File: src/rtl/alu_retry_controller_pkg.sv
// -----------------------------------------------------------------------------
// alu_retry_controller_pkg
// Shared definitions for the ALU retry controller slice:
//   - ALU opcode constants driven on alu_op
//   - bit positions inside the 4-bit ALU error-flag vector
//   - FSM state encoding (also exported as a debug output)
//   - helper that packs the ALU status bits into the response flag vector
// -----------------------------------------------------------------------------
package alu_retry_controller_pkg;

  localparam int DATA_W  = 16;
  localparam int OP_W    = 4;
  localparam int EFLAG_W = 4;
  localparam int RFLAG_W = 3;

  // ALU opcodes
  localparam logic [OP_W-1:0] OP_ADD = 4'h0;
  localparam logic [OP_W-1:0] OP_SUB = 4'h1;
  localparam logic [OP_W-1:0] OP_AND = 4'h2;
  localparam logic [OP_W-1:0] OP_OR  = 4'h3;
  localparam logic [OP_W-1:0] OP_XOR = 4'h4;

  // Error-flag bit positions: {parity, residue3, residue5, carry}
  localparam int ERR_PARITY_BIT = 3;
  localparam int ERR_RES3_BIT   = 2;
  localparam int ERR_RES5_BIT   = 1;
  localparam int ERR_CARRY_BIT  = 0;

  typedef enum logic [1:0] {
    ST_IDLE  = 2'd0,
    ST_ISSUE = 2'd1,
    ST_CHECK = 2'd2,
    ST_RESP  = 2'd3
  } state_t;

  // Response flag order is {cout, zero, overflow}.
  function automatic logic [RFLAG_W-1:0] pack_flags(input logic cout,
                                                     input logic zero,
                                                     input logic overflow);
    return {cout, zero, overflow};
  endfunction

endpackage

File: src/rtl/alu_retry_controller_if.sv
// -----------------------------------------------------------------------------
// alu_retry_controller_if
// Bundles every non-clock/reset signal of the retry controller.
//   master : the requester / ALU / response consumer side
//   slave  : the controller itself
// Handshake rule for both req_* and rsp_*: a transfer happens on a rising clk
// edge where valid and ready are both high; the offering side keeps its
// payload stable while valid is high and ready is low.
// Groups:
//   req_*   request channel (valid/ready, operands, opcode)
//   alu_*   operands out to the ALU, registered results/error status back
//   rsp_*   response channel (valid/ready, result, flags, fault, retries)
//   err_count/fault_count/last_err_flags/clr_counts  error statistics
// -----------------------------------------------------------------------------
interface alu_retry_controller_if #(
  parameter int CNT_W = 8
);
  import alu_retry_controller_pkg::*;

  logic               req_valid;
  logic               req_ready;
  logic [DATA_W-1:0]  req_a;
  logic [DATA_W-1:0]  req_b;
  logic [OP_W-1:0]    req_op;

  logic [DATA_W-1:0]  alu_a;
  logic [DATA_W-1:0]  alu_b;
  logic [OP_W-1:0]    alu_op;
  logic [DATA_W-1:0]  alu_result;
  logic               alu_cout;
  logic               alu_zero;
  logic               alu_overflow;
  logic               alu_error;
  logic [EFLAG_W-1:0] alu_err_flags;

  logic               rsp_valid;
  logic               rsp_ready;
  logic [DATA_W-1:0]  rsp_result;
  logic [RFLAG_W-1:0] rsp_flags;
  logic               rsp_fault;
  logic [1:0]         rsp_retries;

  logic [CNT_W-1:0]   err_count;
  logic [CNT_W-1:0]   fault_count;
  logic [EFLAG_W-1:0] last_err_flags;
  logic               clr_counts;

  modport master (
    output req_valid, req_a, req_b, req_op,
    output alu_result, alu_cout, alu_zero, alu_overflow, alu_error, alu_err_flags,
    output rsp_ready, clr_counts,
    input  req_ready, alu_a, alu_b, alu_op,
    input  rsp_valid, rsp_result, rsp_flags, rsp_fault, rsp_retries,
    input  err_count, fault_count, last_err_flags
  );

  modport slave (
    input  req_valid, req_a, req_b, req_op,
    input  alu_result, alu_cout, alu_zero, alu_overflow, alu_error, alu_err_flags,
    input  rsp_ready, clr_counts,
    output req_ready, alu_a, alu_b, alu_op,
    output rsp_valid, rsp_result, rsp_flags, rsp_fault, rsp_retries,
    output err_count, fault_count, last_err_flags
  );

endinterface

File: src/rtl/alu_retry_controller_sat_counter.sv
// -----------------------------------------------------------------------------
// sat_counter
// Saturating up-counter used for the error and fault totals.
//   clk, rst_n  clock, asynchronous active-low reset
//   i_inc       count up by one (holds at all-ones)
//   i_clr       synchronous clear, wins over i_inc
//   o_count     current value
// -----------------------------------------------------------------------------
module sat_counter #(
  parameter int WIDTH = 8
) (
  input  logic             clk,
  input  logic             rst_n,
  input  logic             i_inc,
  input  logic             i_clr,
  output logic [WIDTH-1:0] o_count
);

  logic [WIDTH-1:0] r_count;

  always_ff @(posedge clk or negedge rst_n) begin
    if (!rst_n) begin
      r_count <= '0;
    end else if (i_clr) begin
      r_count <= '0;
    end else if (i_inc && (r_count != {WIDTH{1'b1}})) begin
      r_count <= r_count + WIDTH'(1);
    end
  end

  assign o_count = r_count;

endmodule

File: src/rtl/alu_retry_controller.sv
// -----------------------------------------------------------------------------
// alu_retry_controller
// Issues one operation at a time to a fault-tolerant ALU, checks its error
// output and re-issues the same operands up to MAX_RETRY times. Once the
// retries are used up the last result is returned with rsp_fault set.
//   clk, rst_n  clock, asynchronous active-low reset
//   bus         alu_retry_controller_if.slave (request, ALU, response, stats)
//   o_state     current FSM state, for debug/observation
// Timing: ISSUE gives the ALU one cycle with stable operands, CHECK samples
// its registered outputs. Each retry is one more ISSUE/CHECK pair.
// -----------------------------------------------------------------------------
module alu_retry_controller
  import alu_retry_controller_pkg::*;
#(
  parameter int MAX_RETRY = 2,
  parameter int CNT_W     = 8
) (
  input  logic   clk,
  input  logic   rst_n,
  alu_retry_controller_if.slave bus,
  output state_t o_state
);

  localparam int RETRY_W = 2;
  localparam logic [RETRY_W-1:0] MAX_RETRY_C = RETRY_W'(MAX_RETRY);

  state_t              r_state;
  state_t              w_next_state;
  logic [RETRY_W-1:0]  r_retry_cnt;
  logic [DATA_W-1:0]   r_alu_a;
  logic [DATA_W-1:0]   r_alu_b;
  logic [OP_W-1:0]     r_alu_op;
  logic [DATA_W-1:0]   r_rsp_result;
  logic [RFLAG_W-1:0]  r_rsp_flags;
  logic                r_rsp_fault;
  logic [RETRY_W-1:0]  r_rsp_retries;
  logic [EFLAG_W-1:0]  r_last_err_flags;
  logic [CNT_W-1:0]    w_err_count;
  logic [CNT_W-1:0]    w_fault_count;

  logic w_accept;
  logic w_pass;
  logic w_retry;
  logic w_fault;
  logic w_err;

  // State register
  always_ff @(posedge clk or negedge rst_n) begin
    if (!rst_n) begin
      r_state <= ST_IDLE;
    end else begin
      r_state <= w_next_state;
    end
  end

  // Next state and per-cycle event strobes
  always_comb begin
    w_next_state = r_state;
    w_accept     = 1'b0;
    w_pass       = 1'b0;
    w_retry      = 1'b0;
    w_fault      = 1'b0;
    case (r_state)
      ST_IDLE: begin
        if (bus.req_valid) begin
          w_accept     = 1'b1;
          w_next_state = ST_ISSUE;
        end
      end
      ST_ISSUE: begin
        w_next_state = ST_CHECK;
      end
      ST_CHECK: begin
        if (!bus.alu_error) begin
          w_pass       = 1'b1;
          w_next_state = ST_RESP;
        end else if (r_retry_cnt < MAX_RETRY_C) begin
          w_retry      = 1'b1;
          w_next_state = ST_ISSUE;
        end else begin
          w_fault      = 1'b1;
          w_next_state = ST_RESP;
        end
      end
      ST_RESP: begin
        // Returning to IDLE first is what blocks acceptance in the exit cycle.
        if (bus.rsp_ready) begin
          w_next_state = ST_IDLE;
        end
      end
      default: begin
        w_next_state = ST_IDLE;
      end
    endcase
  end

  assign w_err = w_retry | w_fault;

  // Operand capture, retry bookkeeping and response registers. Operands are
  // only loaded on accept, so they stay fixed across every re-issue.
  always_ff @(posedge clk or negedge rst_n) begin
    if (!rst_n) begin
      r_alu_a       <= '0;
      r_alu_b       <= '0;
      r_alu_op      <= '0;
      r_retry_cnt   <= '0;
      r_rsp_result  <= '0;
      r_rsp_flags   <= '0;
      r_rsp_fault   <= 1'b0;
      r_rsp_retries <= '0;
    end else begin
      if (w_accept) begin
        r_alu_a     <= bus.req_a;
        r_alu_b     <= bus.req_b;
        r_alu_op    <= bus.req_op;
        r_retry_cnt <= '0;
      end else if (w_retry) begin
        r_retry_cnt <= r_retry_cnt + RETRY_W'(1);
      end
      if (w_pass || w_fault) begin
        r_rsp_result  <= bus.alu_result;
        r_rsp_flags   <= pack_flags(bus.alu_cout, bus.alu_zero, bus.alu_overflow);
        r_rsp_fault   <= w_fault;
        r_rsp_retries <= r_retry_cnt;
      end
    end
  end

  // Last error flags share the counters' clear, which wins over a new error.
  always_ff @(posedge clk or negedge rst_n) begin
    if (!rst_n) begin
      r_last_err_flags <= '0;
    end else if (bus.clr_counts) begin
      r_last_err_flags <= '0;
    end else if (w_err) begin
      r_last_err_flags <= bus.alu_err_flags;
    end
  end

  sat_counter #(.WIDTH(CNT_W)) u_err_cnt (
    .clk     (clk),
    .rst_n   (rst_n),
    .i_inc   (w_err),
    .i_clr   (bus.clr_counts),
    .o_count (w_err_count)
  );

  sat_counter #(.WIDTH(CNT_W)) u_fault_cnt (
    .clk     (clk),
    .rst_n   (rst_n),
    .i_inc   (w_fault),
    .i_clr   (bus.clr_counts),
    .o_count (w_fault_count)
  );

  assign bus.req_ready      = (r_state == ST_IDLE);
  assign bus.rsp_valid      = (r_state == ST_RESP);
  assign bus.alu_a          = r_alu_a;
  assign bus.alu_b          = r_alu_b;
  assign bus.alu_op         = r_alu_op;
  assign bus.rsp_result     = r_rsp_result;
  assign bus.rsp_flags      = r_rsp_flags;
  assign bus.rsp_fault      = r_rsp_fault;
  assign bus.rsp_retries    = r_rsp_retries;
  assign bus.err_count      = w_err_count;
  assign bus.fault_count    = w_fault_count;
  assign bus.last_err_flags = r_last_err_flags;
  assign o_state            = r_state;

endmodule

File: src/flat_wrapper.sv
// flat-port wrapper written by rule: the top's interface ports become plain ports
module alu_retry_controller_flat import alu_retry_controller_pkg::*;
#(
  parameter int MAX_RETRY = 2,
  parameter int CNT_W     = 8
)
  (clk, rst_n, o_state, bus_req_valid, bus_req_a, bus_req_b, bus_req_op, bus_alu_result, bus_alu_cout, bus_alu_zero, bus_alu_overflow, bus_alu_error, bus_alu_err_flags, bus_rsp_ready, bus_clr_counts, bus_req_ready, bus_alu_a, bus_alu_b, bus_alu_op, bus_rsp_valid, bus_rsp_result, bus_rsp_flags, bus_rsp_fault, bus_rsp_retries, bus_err_count, bus_fault_count, bus_last_err_flags);
  alu_retry_controller_if #(.CNT_W(CNT_W)) bus_i ();
  input  logic clk;
  input  logic rst_n;
  output state_t o_state;
  input wire logic [$bits(bus_i.req_valid)-1:0] bus_req_valid;
  input wire logic [$bits(bus_i.req_a)-1:0] bus_req_a;
  input wire logic [$bits(bus_i.req_b)-1:0] bus_req_b;
  input wire logic [$bits(bus_i.req_op)-1:0] bus_req_op;
  input wire logic [$bits(bus_i.alu_result)-1:0] bus_alu_result;
  input wire logic [$bits(bus_i.alu_cout)-1:0] bus_alu_cout;
  input wire logic [$bits(bus_i.alu_zero)-1:0] bus_alu_zero;
  input wire logic [$bits(bus_i.alu_overflow)-1:0] bus_alu_overflow;
  input wire logic [$bits(bus_i.alu_error)-1:0] bus_alu_error;
  input wire logic [$bits(bus_i.alu_err_flags)-1:0] bus_alu_err_flags;
  input wire logic [$bits(bus_i.rsp_ready)-1:0] bus_rsp_ready;
  input wire logic [$bits(bus_i.clr_counts)-1:0] bus_clr_counts;
  output wire logic [$bits(bus_i.req_ready)-1:0] bus_req_ready;
  output wire logic [$bits(bus_i.alu_a)-1:0] bus_alu_a;
  output wire logic [$bits(bus_i.alu_b)-1:0] bus_alu_b;
  output wire logic [$bits(bus_i.alu_op)-1:0] bus_alu_op;
  output wire logic [$bits(bus_i.rsp_valid)-1:0] bus_rsp_valid;
  output wire logic [$bits(bus_i.rsp_result)-1:0] bus_rsp_result;
  output wire logic [$bits(bus_i.rsp_flags)-1:0] bus_rsp_flags;
  output wire logic [$bits(bus_i.rsp_fault)-1:0] bus_rsp_fault;
  output wire logic [$bits(bus_i.rsp_retries)-1:0] bus_rsp_retries;
  output wire logic [$bits(bus_i.err_count)-1:0] bus_err_count;
  output wire logic [$bits(bus_i.fault_count)-1:0] bus_fault_count;
  output wire logic [$bits(bus_i.last_err_flags)-1:0] bus_last_err_flags;
  assign bus_i.req_valid = bus_req_valid;
  assign bus_i.req_a = bus_req_a;
  assign bus_i.req_b = bus_req_b;
  assign bus_i.req_op = bus_req_op;
  assign bus_i.alu_result = bus_alu_result;
  assign bus_i.alu_cout = bus_alu_cout;
  assign bus_i.alu_zero = bus_alu_zero;
  assign bus_i.alu_overflow = bus_alu_overflow;
  assign bus_i.alu_error = bus_alu_error;
  assign bus_i.alu_err_flags = bus_alu_err_flags;
  assign bus_i.rsp_ready = bus_rsp_ready;
  assign bus_i.clr_counts = bus_clr_counts;
  assign bus_req_ready = bus_i.req_ready;
  assign bus_alu_a = bus_i.alu_a;
  assign bus_alu_b = bus_i.alu_b;
  assign bus_alu_op = bus_i.alu_op;
  assign bus_rsp_valid = bus_i.rsp_valid;
  assign bus_rsp_result = bus_i.rsp_result;
  assign bus_rsp_flags = bus_i.rsp_flags;
  assign bus_rsp_fault = bus_i.rsp_fault;
  assign bus_rsp_retries = bus_i.rsp_retries;
  assign bus_err_count = bus_i.err_count;
  assign bus_fault_count = bus_i.fault_count;
  assign bus_last_err_flags = bus_i.last_err_flags;
  alu_retry_controller #(.MAX_RETRY(MAX_RETRY), .CNT_W(CNT_W)) u_core (.clk(clk), .rst_n(rst_n), .bus(bus_i), .o_state(o_state));
endmodule
File: config.mk
export PLATFORM = sky130hd
export DESIGN_NAME = alu_retry_controller_flat
export DESIGN_NICKNAME = d
export VERILOG_FILES = /design/src/rtl/alu_retry_controller_pkg.sv /design/src/rtl/alu_retry_controller_if.sv /design/src/rtl/alu_retry_controller_sat_counter.sv /design/src/rtl/alu_retry_controller.sv /design/src/flat_wrapper.sv
export SDC_FILE = /design/constraint.sdc
export NUM_CORES = 1
export LEC_CHECK = 0
export ABC_CLOCK_PERIOD_IN_PS = 3890
export BUFFER_PORTS_ARGS = -buffer_cell sky130_fd_sc_hd__buf_2
export CORE_ASPECT_RATIO = 1.75
export CORE_MARGIN = 2
export CORE_UTILIZATION = 35
export CTS_BUF_LIST = sky130_fd_sc_hd__clkbuf_16
export DETAILED_ROUTE_END_ITERATION = 10
export SLEW_MARGIN = 20
export SYNTH_ARGS = -nofsm -noshare
export SYNTH_HDL_FRONTEND = slang
export SYNTH_SLANG_ARGS = --single-unit
File: constraint.sdc
create_clock -name clk -period 3.89 [get_ports clk]
set_input_delay 0.389 -clock clk [delete_from_list [all_inputs] [get_ports clk]]
set_output_delay 0.389 -clock clk [all_outputs]
set_load 0.02 [all_outputs]
== Yosys cells after proc, flatten, opt, wreduce, memory -nomap -nowiden ==
Index checks and enable logic that the tools add are counted.

* Register bits: 82
* Bits in latches: 0
* RAM bits: 0
* Memory bits (read-only): 0
* Logic and storage cells: 56
* Memories kept: 0

* Add/sub/neg operators: 3
* $mul: 0
* Divide/modulo/power cells: 0
* Order comparisons: 1
* Equality and inequality tests: 7
* Shift-type cells: 0
* Mux-type cells: 23
* Bitwise operators: 1
* Reductions and logical operators: 9

{| class="wikitable"
|+ Operators by type and width
! operator !! number
|-
| 8-bit two-way mux || 4
|-
| 8-bit by 1-bit adder with 8-bit output, second input constant || 2
|-
| 8-bit inequality test, second input constant || 2
|-
| 2-bit two-way mux || 6
|-
| 1-bit two-way mux || 10
|-
| 4-bit two-way mux || 2
|-
| 2-bit one-hot mux with 4 select lines || 1
|-
| 2-bit nonzero test || 4
|-
| 2-bit equality test, second input constant || 2
|-
| 2-bit inequality test, second input constant || 2
|-
| 2-bit by 1-bit adder with 2-bit output, second input constant || 1
|-
| 2-bit by 1-bit equality test with 1-bit output, second input constant || 1
|-
| 1-bit logical AND || 2
|-
| 2-bit logical NOT || 1
|-
| 2-bit < comparator, second input constant || 1
|-
| 2-bit AND reduction || 1
|-
| 1-bit logical OR || 1
|-
| 1-bit bitwise OR || 1
|}

== Logic depth before layout (Yosys ltp) ==
Gate-level depths: netlist (run 1).

* Word-level depth: 8
* Depth in mapped cells: 6
* Depth with buffers taken out: 5

== Cells and area by module ==
Synthesis (run 1) repeated with hierarchy kept, for this count alone.

* Cell total of the unflattened synthesis: 272
* Area, all modules: 3758.6 µm²

{| class="wikitable"
|+ Modules (own cells, without submodules)
! module !! times used !! cells each !! area an instance (µm²) !! seq. area each (µm²)
|-
| alu_retry_controller || 1 || 174 || 2830.2 || 1651.6
|-
| sat_counter || 2 || 49 || 464.2 || 200.2
|}

== Worst setup path after synthesis (run 1) ==
No wires, ideal clock.

* Kind: flip-flop to flip-flop
* From: register u_core.r_state[1] (netlist: u_core.o_state[1])
* To: register u_core.r_alu_b[10] (netlist: u_core.bus.alu_b[10])
* Setup time: 0.125 ns
* Data arrival time: 1.774 ns
* Required time: 3.765 ns
* Setup slack: 1.992 ns
* Cell stages (with the launch flop): 7
* Path buffers: 3
* Clock period less this slack: 1.898 ns
* Cell sequence: dfrtp_1 > buf_2 > nor2_1 > and2_1 > buf_4 > buf_6 > mux2_2

* Longest elaborated chain between the ends: 2

{| class="wikitable"
|+ Ends and longest elaborated chain
! what !! RTL line !! text
|-
| start, declared || alu_retry_controller.sv:27 || <nowiki>state_t r_state;</nowiki>
|-
| start signal, assigned || alu_retry_controller.sv:52 || <nowiki>r_state <= w_next_state;</nowiki>
|-
| 2-bit logical NOT || -- ||
|-
| via bus_req_ready || flat_wrapper.sv:24 || <nowiki>output wire logic [$bits(bus_i.req_ready)-1:0] bus_req_ready;</nowiki>
|-
| 1-bit two-way mux || alu_retry_controller.sv:63 || <nowiki>case (r_state)</nowiki>
|-
| end signal, assigned || alu_retry_controller.sv:114 || <nowiki>r_alu_b <= bus.req_b;</nowiki>
|-
| end, declared || alu_retry_controller.sv:31 || <nowiki>logic [DATA_W-1:0] r_alu_b;</nowiki>
|}

The timed path passes the listed nets, and every way through them passes these cells.
A chain may end at the register's enable or synchronous reset.

== Worst setup path after layout (run 1) ==
* From: register u_core.r_state[1] (netlist: u_core.o_state[1])
* To: register u_core.r_alu_b[2] (netlist: u_core.bus.alu_b[2])

* Longest elaborated chain between the ends: 2

{| class="wikitable"
|+ Ends and longest elaborated chain
! what !! RTL line
|-
| 2-bit logical NOT || alu_retry_controller.sv:63
|-
| 1-bit two-way mux || alu_retry_controller.sv:63
|}

No other way between the ends.

==> impl_metrics.tcl, run 1 <==
set metrics [dict create \
    switchingPower_uw 1340 \
    cts_hold_buf 0 \
    area_growth_pct 34.0 \
    vdd_ir_drop_max_mv 0.505 \
    tns_ns 0 \
    synth_top_cells_by_count "82 x dfrtp_1, 56 x mux2_2, 16 x nand2_1, 16 x nor2_1, 14 x a21oi_1" \
    sequentialPowerShare_pct 37.6 \
    p_int_uw 2340 \
    tightest_slew_ns 0.915 \
    status "completed" \
    synth_warnings 0 \
    end_kind "flip-flop" \
    rows 47 \
    synth-edff-count 0 \
    fp.dieArea_um2 10500 \
    fin_crit_ns 1.97 \
    synth_top_area_share_pct 60.8 \
    drv_cap 0 \
    cts_tree "done" \
    wire_per_inst_um 15.3 \
    viasPerCell 4.76 \
    portBuffers 146 \
    yosysTopAreaCell "dfrtp_1" \
    grt_max_degree 83 \
    fmax_mhz 507 \
    hp-class "in2async" \
    clk_pin_slew_worst_paths_ns 0.06 \
    crit_chain "nor2_1 -> and2_2 -> mux2_2" \
    antenna_found_initial 0 \
    ys.flop_type "dfrtp_1" \
    routabilityCongestion 0.738 \
    antennaDiodeCount 0 \
    hold_viol 0 \
    dp_hpwl_um 5710 \
    drv_slew 0 \
    clk_latency_ns 0.33 \
    drive_above_1_share_pct 54.6 \
    synth_cells 253 \
    ys_async_sr_fraction_pct 100 \
    wl_um 8040 \
    cp_slowest_cell "and2_2" \
    place_area_um2 4210 \
    power_uw 3680 \
    ys_ff_latch 82 \
    yosysSeqAreaShare_pct 60.8 \
    ant_nets 0 \
    worstSetupPathType "reg2reg" \
    syn_nets 320 \
    cts_root_buf "clkbuf_16" \
    cts_setup_buffers 0 \
    leakagePower_uw 0.00221 \
    grt_pass1_vias 2657 \
    core_area_um2 9410 \
    p_per_area_nw_per_um2 814 \
    reg2reg_depth 3 \
    die_width_um 78.2 \
    slowest_delay_ns 0.77 \
    start_kind "flip-flop" \
    cts.sinks 82 \
    netlist_area_um2 3370 \
    grt_usage_pct 16.0 \
    cts_max_path_buffers 2 \
    drt_iter0_drc 100 \
    cts-buffers-inserted 9 \
    avgSynthCellArea_um2 13.3 \
    clock-skew-final_ns 0.00700 \
    pin_count 147 \
    timing.rr.start "u_core.o_state[1]$_DFFE_PN0P_" \
    worstReg2RegEnd "u_core.bus.alu_b[2]$_DFFE_PN0P_" \
    r2r_slack_ns 1.92 \
    fillers 922 \
    ys_types 38 \
    cp_max_fo 38 \
    switching_share_pct 36.4 \
    dr.pass1.iters 4 \
    final-setup-viol-count 0 \
    rsz0062_at_grt "false" \
    yosysMostFrequentCell "dfrtp_1" \
    power_frac_clock_pct 24.1 \
    grt_overflow 0 \
    multi_input_area_um2 1250 \
    cts_resized 0 \
    die_h_um 134 \
    num_vias 2506 \
    slew_headroom_pct 39.0 \
    htree_levels 3 \
    cp_data_required_time_ns 4.10 \
    synthTopCellsByArea "dfrtp_1 61%, mux2_2 19%, a21oi_1 2.1%, nand2_1 1.8%, nor2_1 1.8%" \
    grt_pass1_wl_um 13000 \
    final_util_pct 48.0 \
    critPathArrivalTime_ns 2.18 \
    start_util_pct 35.9 \
    fin_area_um2 4520 \
    regArea_um2 2050 \
    finalCritPeriodShare_pct 50.7 \
    post-route-drc-count 0 \
    final_nets 467 \
    comb_power_share_pct 38.3 \
]
[cell usage in the layout, fill, tap and decap left out, types with 2 or more instances in the layout]
cell type,n
clkinv_2,2
nor2b_1,2
clkbuf_16,9
nand3_1,4
nor3_1,2
inv_1,5
dfrtp_1,82
a21oi_1,13
xor2_1,2
a21o_1,3
xnor2_1,2
ha_1,2
buf_2,145
mux2i_1,4
or3_1,4
nor2_1,16
and3_1,2
mux2_2,56
bufinv_16,2
nand2b_1,2
nand4_1,3
nand2_1,16
o21ai_0,7
[logic make-up after synthesis]
kind of cell | synth area share (%)
buf+inv | 2.37
compound gates | 5.79
mux | 20.2
flops | 60.8
fa+ha+maj | 0.742
simple gates | 9.01
xor+xnor | 1.04
[final cells by class]
| cell class | count | area share [%] |
|---|---|---|
| repair buffers | 146 | 16.3 |
| clock inverters | 7 | 1.88 |
| multi-input cells | 157 | 27.7 |
| inverters | 4 | 0.332 |
| clock buffers | 9 | 4.98 |
| flip-flops and latches | 82 | 45.4 |
| well taps | 122 | 3.38 |
[worst max path at each step]
stage,start,endpoint,slack (ns)
floorplan,u_core.o_state[1]$_DFFE_PN0P_,u_core.bus.alu_b[10]$_DFFE_PN0P_,1.99
finish,u_core.o_state[1]$_DFFE_PN0P_,u_core.bus.alu_b[2]$_DFFE_PN0P_,1.92
detailed placement,u_core.o_state[1]$_DFFE_PN0P_,u_core.bus.alu_a[10]$_DFFE_PN0P_,1.91
global placement,u_core.o_state[0]$_DFFE_PN0P_,u_core.bus.rsp_result[14]$_DFFE_PN0P_,1.83
CTS,u_core.o_state[1]$_DFFE_PN0P_,u_core.bus.alu_a[10]$_DFFE_PN0P_,1.89
global route,u_core.o_state[1]$_DFFE_PN0P_,u_core.bus.alu_a[13]$_DFFE_PN0P_,1.75
[per-stage QoR]
stage	cells	hold WS, ns	setup WS (ns)
floorplan	253	0.0934	1.99
global placement	511	0.467	1.83
detailed placement	511	0.490	1.91
CTS	527	0.250	1.89
global route	527	0.166	1.75
finish	527	0.102	1.92
[worst max-delay path, delay by kind of cell, from the launching register on]
kind | cells | cell delay (ns)
flops | 1 | 0.50
simple gates | 2 | 0.92
mux | 1 | 0.42
[state kept, by name, summed over array words and instances (netlist names)]
signal	flops
u_core.bus.rsp_flags	3
u_core.bus.alu_b	16
u_core.bus.rsp_retries	2
u_core.u_err_cnt.o_count	8
u_core.r_retry_cnt	2
u_core.bus.rsp_fault	1
u_core.u_fault_cnt.o_count	8
u_core.o_state	2
u_core.bus.rsp_result	16
u_core.bus.alu_op	4
u_core.bus.last_err_flags	4
u_core.bus.alu_a	16
[power groups by stage]
stage          clock [µW]  sequential [µW]  combinational [µW]
6_report              888             1380                1410
5_1_grt               954             1430                1500
4_1_cts               909             1390                1430
3_5_place_dp            0             1400                1430
3_3_place_gp            0             1380                1400
2_1_floorplan           0             1780                 540
[per-layer routing]
metal	wire [µm]	global-route usage (%)	share of wire (%)	vias to the layer above
met4	252	8.09	3.1	0
met3	490	5.18	6.1	19
met2	4310	27.7	54	79
met1	2990	17.4	37	1222
met5	0	0	0	-
li1	-	-	-	1186
(Power assumes the default switching activity.)
==> inputs of run 2 (changes only) <==
--- a/config.mk
+++ b/config.mk
@@ -5,7 +5,8 @@
 export SDC_FILE = /design/constraint.sdc
 export NUM_CORES = 1
 export LEC_CHECK = 0
-export ABC_CLOCK_PERIOD_IN_PS = 3890
+export ABC_AREA = 1
+export ABC_CLOCK_PERIOD_IN_PS = 2000
 export BUFFER_PORTS_ARGS = -buffer_cell sky130_fd_sc_hd__buf_2
 export CORE_ASPECT_RATIO = 1.75
 export CORE_MARGIN = 2
==> constraint.sdc (replaced) <==
create_clock -name clk -period 2 [get_ports clk]
set_input_delay 0.2 -clock clk [delete_from_list [all_inputs] [get_ports clk]]
set_output_delay 0.2 -clock clk [all_outputs]
set_load 0.02 [all_outputs]
==> run 2 against run 1 <==
  * Global-route usage up 0.99 points
  * Flip-flop and latch count unchanged
  * Utilization down 0.62 points
  * Register-to-register slack worse by 1.5 ns
  * Non-clock buffer count up 6
  * Wire length up 12%
  * First-iteration DRC count up 20%
  * Via count up 28%
  * Worst setup slack worse by 1.5 ns
  * Sequential share of layout area down 1.7 points
  * Maximum frequency up 24%
  * Synthesized area up 5.7%
  * Largest power group is now sequential cells
==> impl_metrics.tcl, run 2 <==
set metrics [dict create \
    netlist_area_um2 3560 \
    met3_wirelength_um 548 \
    die_h_um 138 \
    tns_ns 0 \
    wire_per_inst_um 12.7 \
    num_vias 3208 \
    tightest_slew_ns 0.616 \
    core_area_um2 9910 \
    ys_ff_latch 82 \
    start_kind "flip-flop" \
    leakagePower_uw 0.00279 \
    cts_resized 0 \
    cts_max_path_buffers 2 \
    cts_tree "done" \
    wl_um 8990 \
    final_nets 643 \
    htree_levels 3 \
    routabilityCongestion 0.796 \
    fillers 1006 \
    yosysTopAreaCell "dfrtp_1" \
    cp_data_required_time_ns 2.22 \
    synth_top_area_share_pct 57.6 \
    antennaDiodeCount 0 \
    rsz0062_at_grt "false" \
    final_common_cell "nand2_1" \
    drt_iter0_drc 120 \
    yosysSeqAreaShare_pct 57.6 \
    dr.pass1.iters 5 \
    synthTopCellsByArea "dfrtp_1 58%, nand2_1 25%, nand3_1 2.7%, inv_1 2.1%, nor2_1 2.0%" \
    grt_overflow 0 \
    dr_wl_met2_um 4760 \
    grt_pass1_wl_um 14700 \
    avgSynthCellArea_um2 8.37 \
    path_common_cell "nand2_1" \
    finalCritPeriodShare_pct 79.6 \
    cts.sinks 82 \
    crit_family "compound AO/OA/AOI/OAI gates" \
    power_uw 6830 \
    hold_viol 0 \
    clk_latency_ns 0.33 \
    slew_headroom_pct 58.9 \
    clk_pin_slew_worst_paths_ns 0.06 \
    pin_count 147 \
    fp.dieArea_um2 11000 \
    area_growth_pct 31.8 \
    reg2reg_depth 8 \
    final-setup-viol-count 0 \
    top_layer_used "met4" \
    grt_pass1_vias 3247 \
    antenna_found_initial 0 \
    drive_above_1_share_pct 30.8 \
    cts_hold_buf 1 \
    viasPerCell 4.54 \
    grt_max_degree 38 \
    vdd_ir_drop_max_mv 0.705 \
    p_per_area_nw_per_um2 1450 \
    ys_types 25 \
    cp_max_fo 11 \
    synth-edff-count 0 \
    die_width_um 80.3 \
    crit_start "u_core.u_err_cnt.o_count[0]$_DFFE_PN0P_" \
    start_util_pct 36.0 \
    m1WireLength_um 3490 \
    cts_root_buf "clkbuf_16" \
    cp_num_buf_inv 2 \
    critPathArrivalTime_ns 1.81 \
    whs_path_depth 3 \
    end_kind "flip-flop" \
    synth_cells 426 \
    ys_async_sr_fraction_pct 100 \
    hp-class "in2reg" \
    post-route-drc-count 0 \
    cp_slowest_cell "o21ai_2" \
    yosysMostFrequentCell "nand2_1" \
    regArea_um2 2050 \
    drv_cap 0 \
    mostFrequentLayoutCells "239 x nand2_1, 145 x buf_2, 82 x dfrtp_1" \
    path_depth 8 \
    grt_usage_pct 17.0 \
    ys.flop_type "dfrtp_1" \
    fin_crit_ns 1.59 \
    synth_warnings 0 \
    multi_input_area_um2 1320 \
    synth_top_cells_by_count "239 x nand2_1, 82 x dfrtp_1, 20 x inv_1, 19 x nand3_1, 19 x nor2_1" \
    status "completed" \
    dp_hpwl_um 6690 \
    worstSetupPathType "reg2reg" \
    ant_nets 0 \
    cts_setup_buffers 0 \
    worstHoldStart "bus_req_op[1]" \
    timing.rr.start "u_core.u_err_cnt.o_count[0]$_DFFE_PN0P_" \
    syn_nets 493 \
    drv_slew 0 \
    crit_chain "ha_1 -> nand2_1 -> inv_1 -> nand2_1 -> o21ai_2 -> inv_1 -> nand2_1 -> nand2_1" \
    rows 48 \
    fmax_mhz 629 \
    clock-skew-final_ns 0.00865 \
    cts-buffers-inserted 9 \
    slowest_delay_ns 0.42 \
    portBuffers 146 \
]
## run 2: cell types whose count changed in the layout (fill, tap and decap cells not counted), moves of 5 or more
cell | previous run | this run
nand3_1 | 4 | 19
nand2_1 | 16 | 239
buf_4 | 0 | 5
a21oi_1 | 13 | 4
mux2_2 | 56 | 0
inv_1 | 5 | 21
## run 2: stage by stage
step	hold WS, ns	instance area (µm²)	utilization, %	instances	worst slack [ns]
4_1_cts	0.0429	4700	47.4	706	0.403
3_3_place_gp	0.129	4390	44.3	689	0.441
5_1_grt	0.0505	4700	47.4	706	0.208
3_5_place_dp	0.129	4390	44.3	689	0.417
2_1_floorplan	-0.0956	3560	-	426	0.547
6_report	0.0531	4700	47.4	706	0.409
## run 2: final cells by class
type	count	area share [%]
inverter	22	1.76
timing repair buffer	152	16.9
sequential	82	43.7
clock buffer	9	4.79
tap	125	3.33
clock inverter	7	1.52
multi-input combinational	309	28.1
## run 2: routing by layer
metal	global-route usage (%)	vias up
met5	0	-
met4	7.63	0
met3	4.39	16
met2	29.9	106
met1	19.1	1483
li1	-	1603
## run 2: tightest hold or removal path, stage by stage
cell and delay [ns]:
buf_2 0.07, nand2_1 0.04, nand2_1 0.04
## run 2: final timing paths
kind	end	slack, ns
hold reg to reg	u_core.bus.rsp_result[15]$_DFFE_PN0P_	0.47
setup reg to reg	u_core.u_err_cnt.o_count[4]$_DFFE_PN0P_	0.41
hold / removal	u_core.bus.alu_op[1]$_DFFE_PN0P_	0.05
min in group asynchronous	u_core.bus.alu_b[7]$_DFFE_PN0P_	0.30
setup / recovery	u_core.u_err_cnt.o_count[4]$_DFFE_PN0P_	0.41
max in group asynchronous	u_core.u_fault_cnt.o_count[2]$_DFFE_PN0P_	1.08
## run 2: logic make-up after synthesis
logic type / share of synthesized area [%]
xor+xnor: 0.491
buf+inv: 5.44
flops: 57.6
fa+ha+maj: 0.702
compound gates: 3.26
simple gates: 32.5
## run 2: report_power, final
group | internal (µW) | total, µW | switching (µW)
Combinational | 836 | 2570 | 1740
Sequential | 2260 | 2620 | 365
Clock | 965 | 1630 | 668
Total | 4060 | 6830 | 2770
